## src/rtl/hwag_cmp.sv

```systemverilog
`default_nettype none
// ============================================================================
// Module   : hwag_cmp
// Purpose  : Angle-compare output stage driving CH_NUM on/off-angle channels
//            from the hwag angle counter, with shadowed angle registers.
// Revision : 1.0
// ============================================================================
module hwag_cmp #(
    parameter int CH_NUM  = 4,
    parameter int ANGLE_W = 16
) (
    input  logic               clk,
    input  logic               rst,
    input  logic [ANGLE_W-1:0] acnt,
    input  logic               acnt_stb,
    input  logic               hwag_sync,
    input  logic               bus_we,
    input  logic               bus_re,
    input  logic [7:0]         bus_addr,
    input  logic [15:0]        bus_wdata,
    output logic [15:0]        bus_rdata,
    output logic [CH_NUM-1:0]  ch_out,
    output logic               irq
);

    localparam logic [7:0] c_ADDR_CR = 8'd0;
    localparam logic [7:0] c_ADDR_SR = 8'd1;

    logic               r_gen;
    logic               r_ie;
    logic [CH_NUM-1:0]  r_ch_en;
    logic               r_slf;
    logic               r_sync_d;
    logic               r_irq;
    logic [15:0]        r_rdata;
    logic [CH_NUM-1:0]  r_ch_out;
    logic [ANGLE_W-1:0] r_on_sh  [CH_NUM];
    logic [ANGLE_W-1:0] r_off_sh [CH_NUM];
    logic [ANGLE_W-1:0] r_on_a   [CH_NUM];
    logic [ANGLE_W-1:0] r_off_a  [CH_NUM];

    logic               w_wrap;
    logic               w_load;
    logic               w_cr_we;
    logic               w_gen_nx;
    logic [CH_NUM-1:0]  w_en_nx;
    logic               w_sync_fall;
    logic               w_slf_clr;
    logic               w_slf_nx;
    logic [CH_NUM-1:0]  w_on_we;
    logic [CH_NUM-1:0]  w_off_we;
    logic [CH_NUM-1:0]  w_on_hit;
    logic [CH_NUM-1:0]  w_off_hit;
    logic [15:0]        w_rd;

    always_comb begin
        w_wrap      = acnt_stb && (acnt == '0);
        w_load      = w_wrap || !r_gen || !hwag_sync;
        w_cr_we     = bus_we && (bus_addr == c_ADDR_CR);
        // Enables take effect with the write itself so forcing is one cycle.
        w_gen_nx    = w_cr_we ? bus_wdata[0] : r_gen;
        w_en_nx     = w_cr_we ? bus_wdata[8 +: CH_NUM] : r_ch_en;
        w_sync_fall = r_sync_d && !hwag_sync && r_gen;
        w_slf_clr   = bus_we && (bus_addr == c_ADDR_SR) && bus_wdata[0];
        w_slf_nx    = w_sync_fall || (r_slf && !w_slf_clr);
        w_on_we     = '0;
        w_off_we    = '0;
        w_on_hit    = '0;
        w_off_hit   = '0;
        for (int i = 0; i < CH_NUM; i++) begin
            w_on_we[i]   = bus_we && (bus_addr == 8'(2 + 2 * i));
            w_off_we[i]  = bus_we && (bus_addr == 8'(3 + 2 * i));
            // On the wrap strobe the shadow value is what gets loaded, so compare against it.
            w_on_hit[i]  = (acnt == (w_wrap ? r_on_sh[i]  : r_on_a[i]));
            w_off_hit[i] = (acnt == (w_wrap ? r_off_sh[i] : r_off_a[i]));
        end
    end

    always_comb begin
        w_rd = '0;
        if (bus_addr == c_ADDR_CR) begin
            w_rd[0]          = r_gen;
            w_rd[1]          = r_ie;
            w_rd[8 +: CH_NUM] = r_ch_en;
        end else if (bus_addr == c_ADDR_SR) begin
            w_rd[0] = r_slf;
        end
        for (int i = 0; i < CH_NUM; i++) begin
            if (bus_addr == 8'(2 + 2 * i)) begin
                w_rd = 16'(r_on_sh[i]);
            end
            if (bus_addr == 8'(3 + 2 * i)) begin
                w_rd = 16'(r_off_sh[i]);
            end
        end
    end

    always_ff @(posedge clk or posedge rst) begin
        if (rst) begin
            r_gen    <= 1'b0;
            r_ie     <= 1'b0;
            r_ch_en  <= '0;
            r_slf    <= 1'b0;
            r_sync_d <= 1'b0;
            r_irq    <= 1'b0;
            r_rdata  <= '0;
        end else begin
            if (w_cr_we) begin
                r_gen   <= bus_wdata[0];
                r_ie    <= bus_wdata[1];
                r_ch_en <= bus_wdata[8 +: CH_NUM];
            end
            r_slf    <= w_slf_nx;
            r_sync_d <= hwag_sync;
            r_irq    <= r_slf && r_ie;
            if (bus_re) begin
                r_rdata <= w_rd;
            end
        end
    end

    always_ff @(posedge clk or posedge rst) begin
        if (rst) begin
            for (int i = 0; i < CH_NUM; i++) begin
                r_on_sh[i]  <= '0;
                r_off_sh[i] <= '0;
                r_on_a[i]   <= '0;
                r_off_a[i]  <= '0;
            end
        end else begin
            for (int i = 0; i < CH_NUM; i++) begin
                if (w_on_we[i]) begin
                    r_on_sh[i] <= bus_wdata[ANGLE_W-1:0];
                end
                if (w_off_we[i]) begin
                    r_off_sh[i] <= bus_wdata[ANGLE_W-1:0];
                end
                if (w_load) begin
                    r_on_a[i]  <= r_on_sh[i];
                    r_off_a[i] <= r_off_sh[i];
                end
            end
        end
    end

    always_ff @(posedge clk or posedge rst) begin
        if (rst) begin
            r_ch_out <= '0;
        end else begin
            for (int i = 0; i < CH_NUM; i++) begin
                if (!w_gen_nx || !w_en_nx[i] || !hwag_sync) begin
                    r_ch_out[i] <= 1'b0;
                end else if (acnt_stb) begin
                    if (w_off_hit[i]) begin
                        r_ch_out[i] <= 1'b0;
                    end else if (w_on_hit[i]) begin
                        r_ch_out[i] <= 1'b1;
                    end
                end
            end
        end
    end

    assign bus_rdata = r_rdata;
    assign ch_out    = r_ch_out;
    assign irq       = r_irq;

endmodule
`default_nettype wire

```

## config.mk

```make
export PLATFORM = sky130hd
export DESIGN_NAME = hwag_cmp
export DESIGN_NICKNAME = d
export VERILOG_FILES = /design/src/rtl/hwag_cmp.sv
export SDC_FILE = /design/constraint.sdc
export NUM_CORES = 1
export LEC_CHECK = 0
export CAP_MARGIN = 20
export CORE_ASPECT_RATIO = 0.75
export CORE_MARGIN = 2
export CORE_UTILIZATION = 23
export DETAILED_ROUTE_END_ITERATION = 7
export DONT_BUFFER_PORTS = 1
export PLACE_DENSITY = 0.46
export REMOVE_ABC_BUFFERS = 1
export SYNTH_ARGS = -nofsm -noshare
export SYNTH_HDL_FRONTEND = slang
export SYNTH_SLANG_ARGS = --single-unit
```

## constraint.sdc

```tcl
create_clock -name clk -period 14.2 [get_ports clk]
set_clock_uncertainty 0.2 [all_clocks]
set_input_delay 2.84 -clock clk [delete_from_list [all_inputs] [get_ports clk]]
set_output_delay 2.84 -clock clk [all_outputs]
set_load 0.02 [all_outputs]
```

**Word level (Yosys, flattened, before mapping)**

Cells that the tools add are included.

- Output and inout port bits: 21
- Memories kept: 0
- Bits in writable memories: 0
- Register bits: 285
- Memory bits (read-only): 0
- Logic and storage cells: 131
- Latch bits: 0

- Muxes and demuxes: 38
- Eq/ne operators: 17
- Div/mod/pow operators: 0
- Multiply operators: 0
- Shifts and indexed selects: 0
- $lt $le $gt $ge: 0
- Bitwise operators: 0
- Add/sub/neg operators: 0
- Reduce and logical (&&, ||, !) cells: 49

Operators by type and width:

| cell | number |
|---|---|
| two-way mux 16 bit | 16 |
| equality test 16 bit | 8 |
| equality test 8 x 3 -> 1 bit, second input constant | 4 |
| two-way mux 1 bit | 20 |
| equality test 8 x 2 -> 1 bit, second input constant | 2 |
| equality test 8 x 4 -> 1 bit, second input constant | 2 |
| logical AND 1 bit | 16 |
| zero test 16 bit | 1 |
| nonzero test 3 bit | 4 |
| logical OR 1 bit | 11 |
| equality test 8 x 1 -> 1 bit, second input constant | 1 |
| zero test 1 bit | 8 |
| zero test 8 bit | 1 |
| two-way mux 4 bit | 2 |
| AND reduction 2 bit | 4 |
| nonzero test 2 bit | 4 |

**Longest topological paths before layout**

- Depth in word-level cells: 11
- Gate-level depth with buffers: 11
- Gate-level depth less buffers: 7

**Worst setup path before layout**

OpenSTA, ideal clock, no wires.

- Path type: input-to-reg
- From: input port bus_addr[7]
- To: register r_on_sh[16] in the netlist's numbering
- Required time: 13.875 ns
- Slack: 9.224 ns
- Cell stages on the path: 7
- Arrival time: 4.651 ns
- Path through: or4_4 > or3b_1 > buf_2 > nor2_2 > nand2_2 > buf_2 > mux2_2

- Word-level cells in the longest chain between the ends: 2

Ends and longest elaborated chain:

| element | line | text |
|---|---|---|
| start, declared | 19 | `input logic [7:0] bus_addr,` |
| equality test 8 x 3 -> 1 bit | 71 | `w_on_we[i] = bus_we && (bus_addr == 8'(2 + 2 * i));` |
| logical AND 1 bit | 71 |  |
| end signal, assigned by index | 133 | `r_on_sh[i] <= bus_wdata[ANGLE_W-1:0];` |
| end, declared | 37 | `logic [ANGLE_W-1:0] r_on_sh [CH_NUM];` |

Every way passes these cells.
A chain may end at the register's enable or synchronous reset.

**Worst setup path after layout**

- From: input port acnt[0]
- To: register r_ch_out[1], in the netlist ch_out[1]

- Word-level cells in the longest chain between the ends: 7

Ends and longest elaborated chain:

| element | line | text |
|---|---|---|
| start, declared | 14 | `input logic [ANGLE_W-1:0] acnt,` |
| zero test 16 bit | 57 | `w_wrap = acnt_stb && (acnt == '0);` |
| logical AND 1 bit | 57 |  |
| two-way mux 16 bit | 75 | `w_off_hit[i] = (acnt == (w_wrap ? r_off_sh[i] : r_off_a[i]));` |
| equality test 16 bit | 75 |  |
| two-way mux 1 bit | 154 | `if (w_off_hit[i]) begin` |
| two-way mux 1 bit | 153 | `end else if (acnt_stb) begin` |
| two-way mux 1 bit | 151 | `if (!w_gen_nx \|\| !w_en_nx[i] \|\| !hwag_sync) begin` |
| end signal, assigned by index | 152 | `r_ch_out[i] <= 1'b0;` |
| end signal, assigned by index | 155 | `r_ch_out[i] <= 1'b0;` |
| end signal, assigned by index | 157 | `r_ch_out[i] <= 1'b1;` |
| end, declared | 36 | `logic [CH_NUM-1:0] r_ch_out;` |

Parallel ways exist; a longest one is shown, timed or not. The select of a mux whose other input is x is not followed.

==> impl_metrics.csv <==
group,metric,value,unit
critical_path,path_cells,"nor4_2 > nand2_1 > nor2_4 > buf_4 > nand4_1 > a2111oi_0 > a41oi_1 > a211oi_1",
placement,placed_cells,2006,
global_route,gr-usage-met3,6.53,%
critical_path,crit_arrival,6.01,ns
placement,dp_hpwl,42100,um
critical_path,crit_required,14.51,ns
cts,cts.repair.resized,0,
logic_synthesis,ys_warn_count,0,
power,combPwrFrac,7.5,%
sta,min_period,5.71,ns
logic_synthesis,synth_common_cells,"dfrtp_1 (285), mux2_2 (260), a21oi_1 (58), nand2_1 (51), o21ai_0 (46)",
logic_synthesis,synth_top_cell_by_area,"dfrtp_1",
global_route,grt_overflow,0,
critical_path,cp-start-kind,"input pin",
cells_and_area,num-nets-final,1274,
critical_path,r2r_slack,11.26,ns
logic_synthesis,synth-main-ff-cell,"dfrtp_1",
critical_path,crit_fanout,36,
sta,fmax,175,MHz
cells_and_area,instances_no_fill,2062,
routing,drt-initial-drc-count,1119,
sta,tns,0,ns
power,p_switching,482,uW
power,peakVddDrop,0.0000690,V
status,status,"finished, final reports clean",
logic_synthesis,synth-seq-area-share,49.0,%
critical_path,timing.rr.end,"r_off_a[39]",
cells_and_area,multi_input_area,0.00686,mm2
sta,fin_crit_sh,40.2,%
logic_synthesis,ys_ff_latch,285,
floorplan,rows,79,
floorplan,floorplan.initialDensity,23.4,%
cts,tritoncts,"built",
cts,cts_hold_buf,0,
logic_synthesis,yosys-top-cells-area,"dfrtp_1 (49%), mux2_2 (20%), mux2i_1 (2.3%)",
routing,drt-pass1-iter-count,6,
cells_and_area,areaGrowthSynthToFinish,11.4,%
cts,clock_sinks,285,
critical_path,slowest_delay,0.61,ns
critical_path,crit_path_top_delay_cell,"nand2_1",
global_route,antenna_found_initial,6,
cts,clkSlewWorstSetupHoldPaths,0.07,ns
placement,io_buffers,0,
logic_synthesis,yosysMostFrequentCell,"dfrtp_1",
global_route,gr-usage-met2,24.2,%
routing,wirelength,57600,um
placement,place_congestion,0.902,
routing,post_drt_wl_per_cell,27.9,um
routing,drc,0,
logic_synthesis,synth_top_area_share,49.0,%
power,power_leakage,6.95,nW
hold_path,hold_path.class,"flop to flop",
global_route,gr-usage-all-layers,17.3,%
sta,tightestPinTransition,1.05,ns
floorplan,core-area,0.0623,mm2
cells_and_area,fill_cells,6525,
run,cap_violations,0,
sta,max_slew_margin,29.9,%
hold_path,holdPathEnd,"r_slf",
sta,slew_violations,0,
power,p_int,1.35,mW
sta,finalHoldViolCount,0,
routing,ant_nets,0,
routing,num_vias,11100,
floorplan,die_x,295,um
cells_and_area,ff_latch_area,0.00713,mm2
hold_path,hold-path-cell-count,2,
power,swShare,26.3,%
critical_path,r2r-start,"r_gen",
sta,finalSetupViolCount,0,
power,power_frac_seq,49.7,%
hold_path,hp-start,"r_sync_d",
cts,clkLatencyLatePin,0.59,ns
floorplan,io_pins,67,
logic_synthesis,async_reset_ff_share,100,%
global_route,grt_max_degree,84,
floorplan,fp.dieArea,0.0654,mm2
cts,cts_buffer_depth,3,
logic_synthesis,avgSynthCellArea,11.5,um2
cts,cts_root_buf,"clkbuf_16",
power,clock_power_share,42.9,%
power,p_total,1.83,mW
critical_path,end_kind,"flop",
logic_synthesis,yosysUniqueCellTypes,67,
floorplan,die_y,222,um
global_route,top_usage_layer,"met1",
global_route,grt_pass1_wl,82000,um
global_route,use_met1,25.1,%
cts,post_cts_buffers,0,
cells_and_area,final_layout_size_suffix_gt1_share,27.4,%
logic_synthesis,synthesis.area,0.0146,mm2
logic_synthesis,synth_cells,1270,
global_route,grt_pass1_vias,11000,
critical_path,crit_type,"input pin to flop",
sta,fin_ws,8.49,ns
cts,cts_buffers,30,
sta,rsz0062_at_grt,"false",
logic_synthesis,synth_edf_count,0,
routing,viasPerCell,5.39,
critical_path,r2r_cells,3,
cts,cts_max_level,1,
power,p_per_area,113,mW/mm2
cells_and_area,fin_util,26.0,%
placement,post-place-ws,7.92,ns
==> state kept, by name, summed over array words and instances (netlist names) <==
name and count:
r_on_sh 64, ch_out 4, r_slf 1, irq 1
r_sync_d 1, r_off_a 64, r_on_a 64, r_ie 1
bus_rdata 16, r_off_sh 64, r_ch_en 4, r_gen 1
==> cell families (layout without fill, tap and decap cells) <==
group                  count (synthesis)  count (layout)  synth area share, %
AO/OA/AOI/OAI                        295             295                 13.9
other                                  0               3                    0
AND/OR/NAND/NOR                      234             234                 8.69
multiplexers                         294             294                 22.5
flip-flops                           285             285                 49.0
XOR/XNOR                              33              33                 1.98
buffers and inverters                129             108                 3.93
==> through the flow <==
stage                     area (um2)  hold WS [ns]
after floorplan                14200         0.252
after global placement         15300         0.266
after detailed placement       15300         0.265
after CTS                      16200         0.279
after global routing           16200         0.314
final                          16200         0.278
==> worst max-delay path by stage <==
stage	slack, ns	cells after the start	end	from
after detailed placement	7.92	8	ch_out[1]	acnt[0]
after floorplan	3.30	1	bus_rdata[0]	rst
after CTS	8.54	8	ch_out[1]	acnt[0]
after global routing	8.16	8	ch_out[1]	acnt[0]
after global placement	7.97	5	r_off_sh[52]	bus_addr[7]
final	8.49	8	ch_out[1]	acnt[0]
==> metal layers <==
metal  share of wire, %  wire length, um
met5              0.056               32
met4                2.2             1260
met3                 11             6330
met2                 41            23400
met1                 46            26500
==> worst max-delay path: cells and delay by family <==
kind	cells	cell delay, ns
buffers and inverters	1	0.58
AND/OR/NAND/NOR	4	1.53
AO/OA/AOI/OAI	3	0.98
==> power groups by stage <==
stage / clock [mW] / sequential (mW) / combinational, mW
after floorplan: 0 / 0.895 / 0.104
after global placement: 0 / 0.922 / 0.135
after detailed placement: 0 / 0.922 / 0.136
after CTS: 0.798 / 0.907 / 0.137
after global routing: 0.832 / 0.912 / 0.150
final: 0.784 / 0.908 / 0.137
==> layout make-up <==
class                           count  share of cell area, %
Sequential cell                   285                   44.0
Tap cell                          810                   6.25
Timing Repair Buffer               10                  0.463
Antenna cell                        3                 0.0463
Clock buffer                       40                   5.17
Inverter                           45                   1.09
Multi-Input combinational cell    856                   42.3
Clock inverter                     13                  0.717
==> layout by cell type, fill, tap and decap left out, drive strengths merged, types with 6 or more instances in the layout <==
cell	n
a2111oi	7
o22a	6
buf	10
a31oi	16
nor3	9
a22oi	14
o21ai	47
o221ai	8
nand2	57
nor2	44
nand4	12
clkbuf	40
a211oi	11
inv	44
mux2i	33
nor2b	7
nand3	33
xnor2	18
dfrtp	285
clkinv	11
o22ai	45
a222oi	18
and3	13
a221oi	15
a21o	8
xor2	15
a21oi	58
mux2	260
o2111ai	7
nor4	20
nand2b	24
Note: power is estimated with default switching activity, not from simulation.
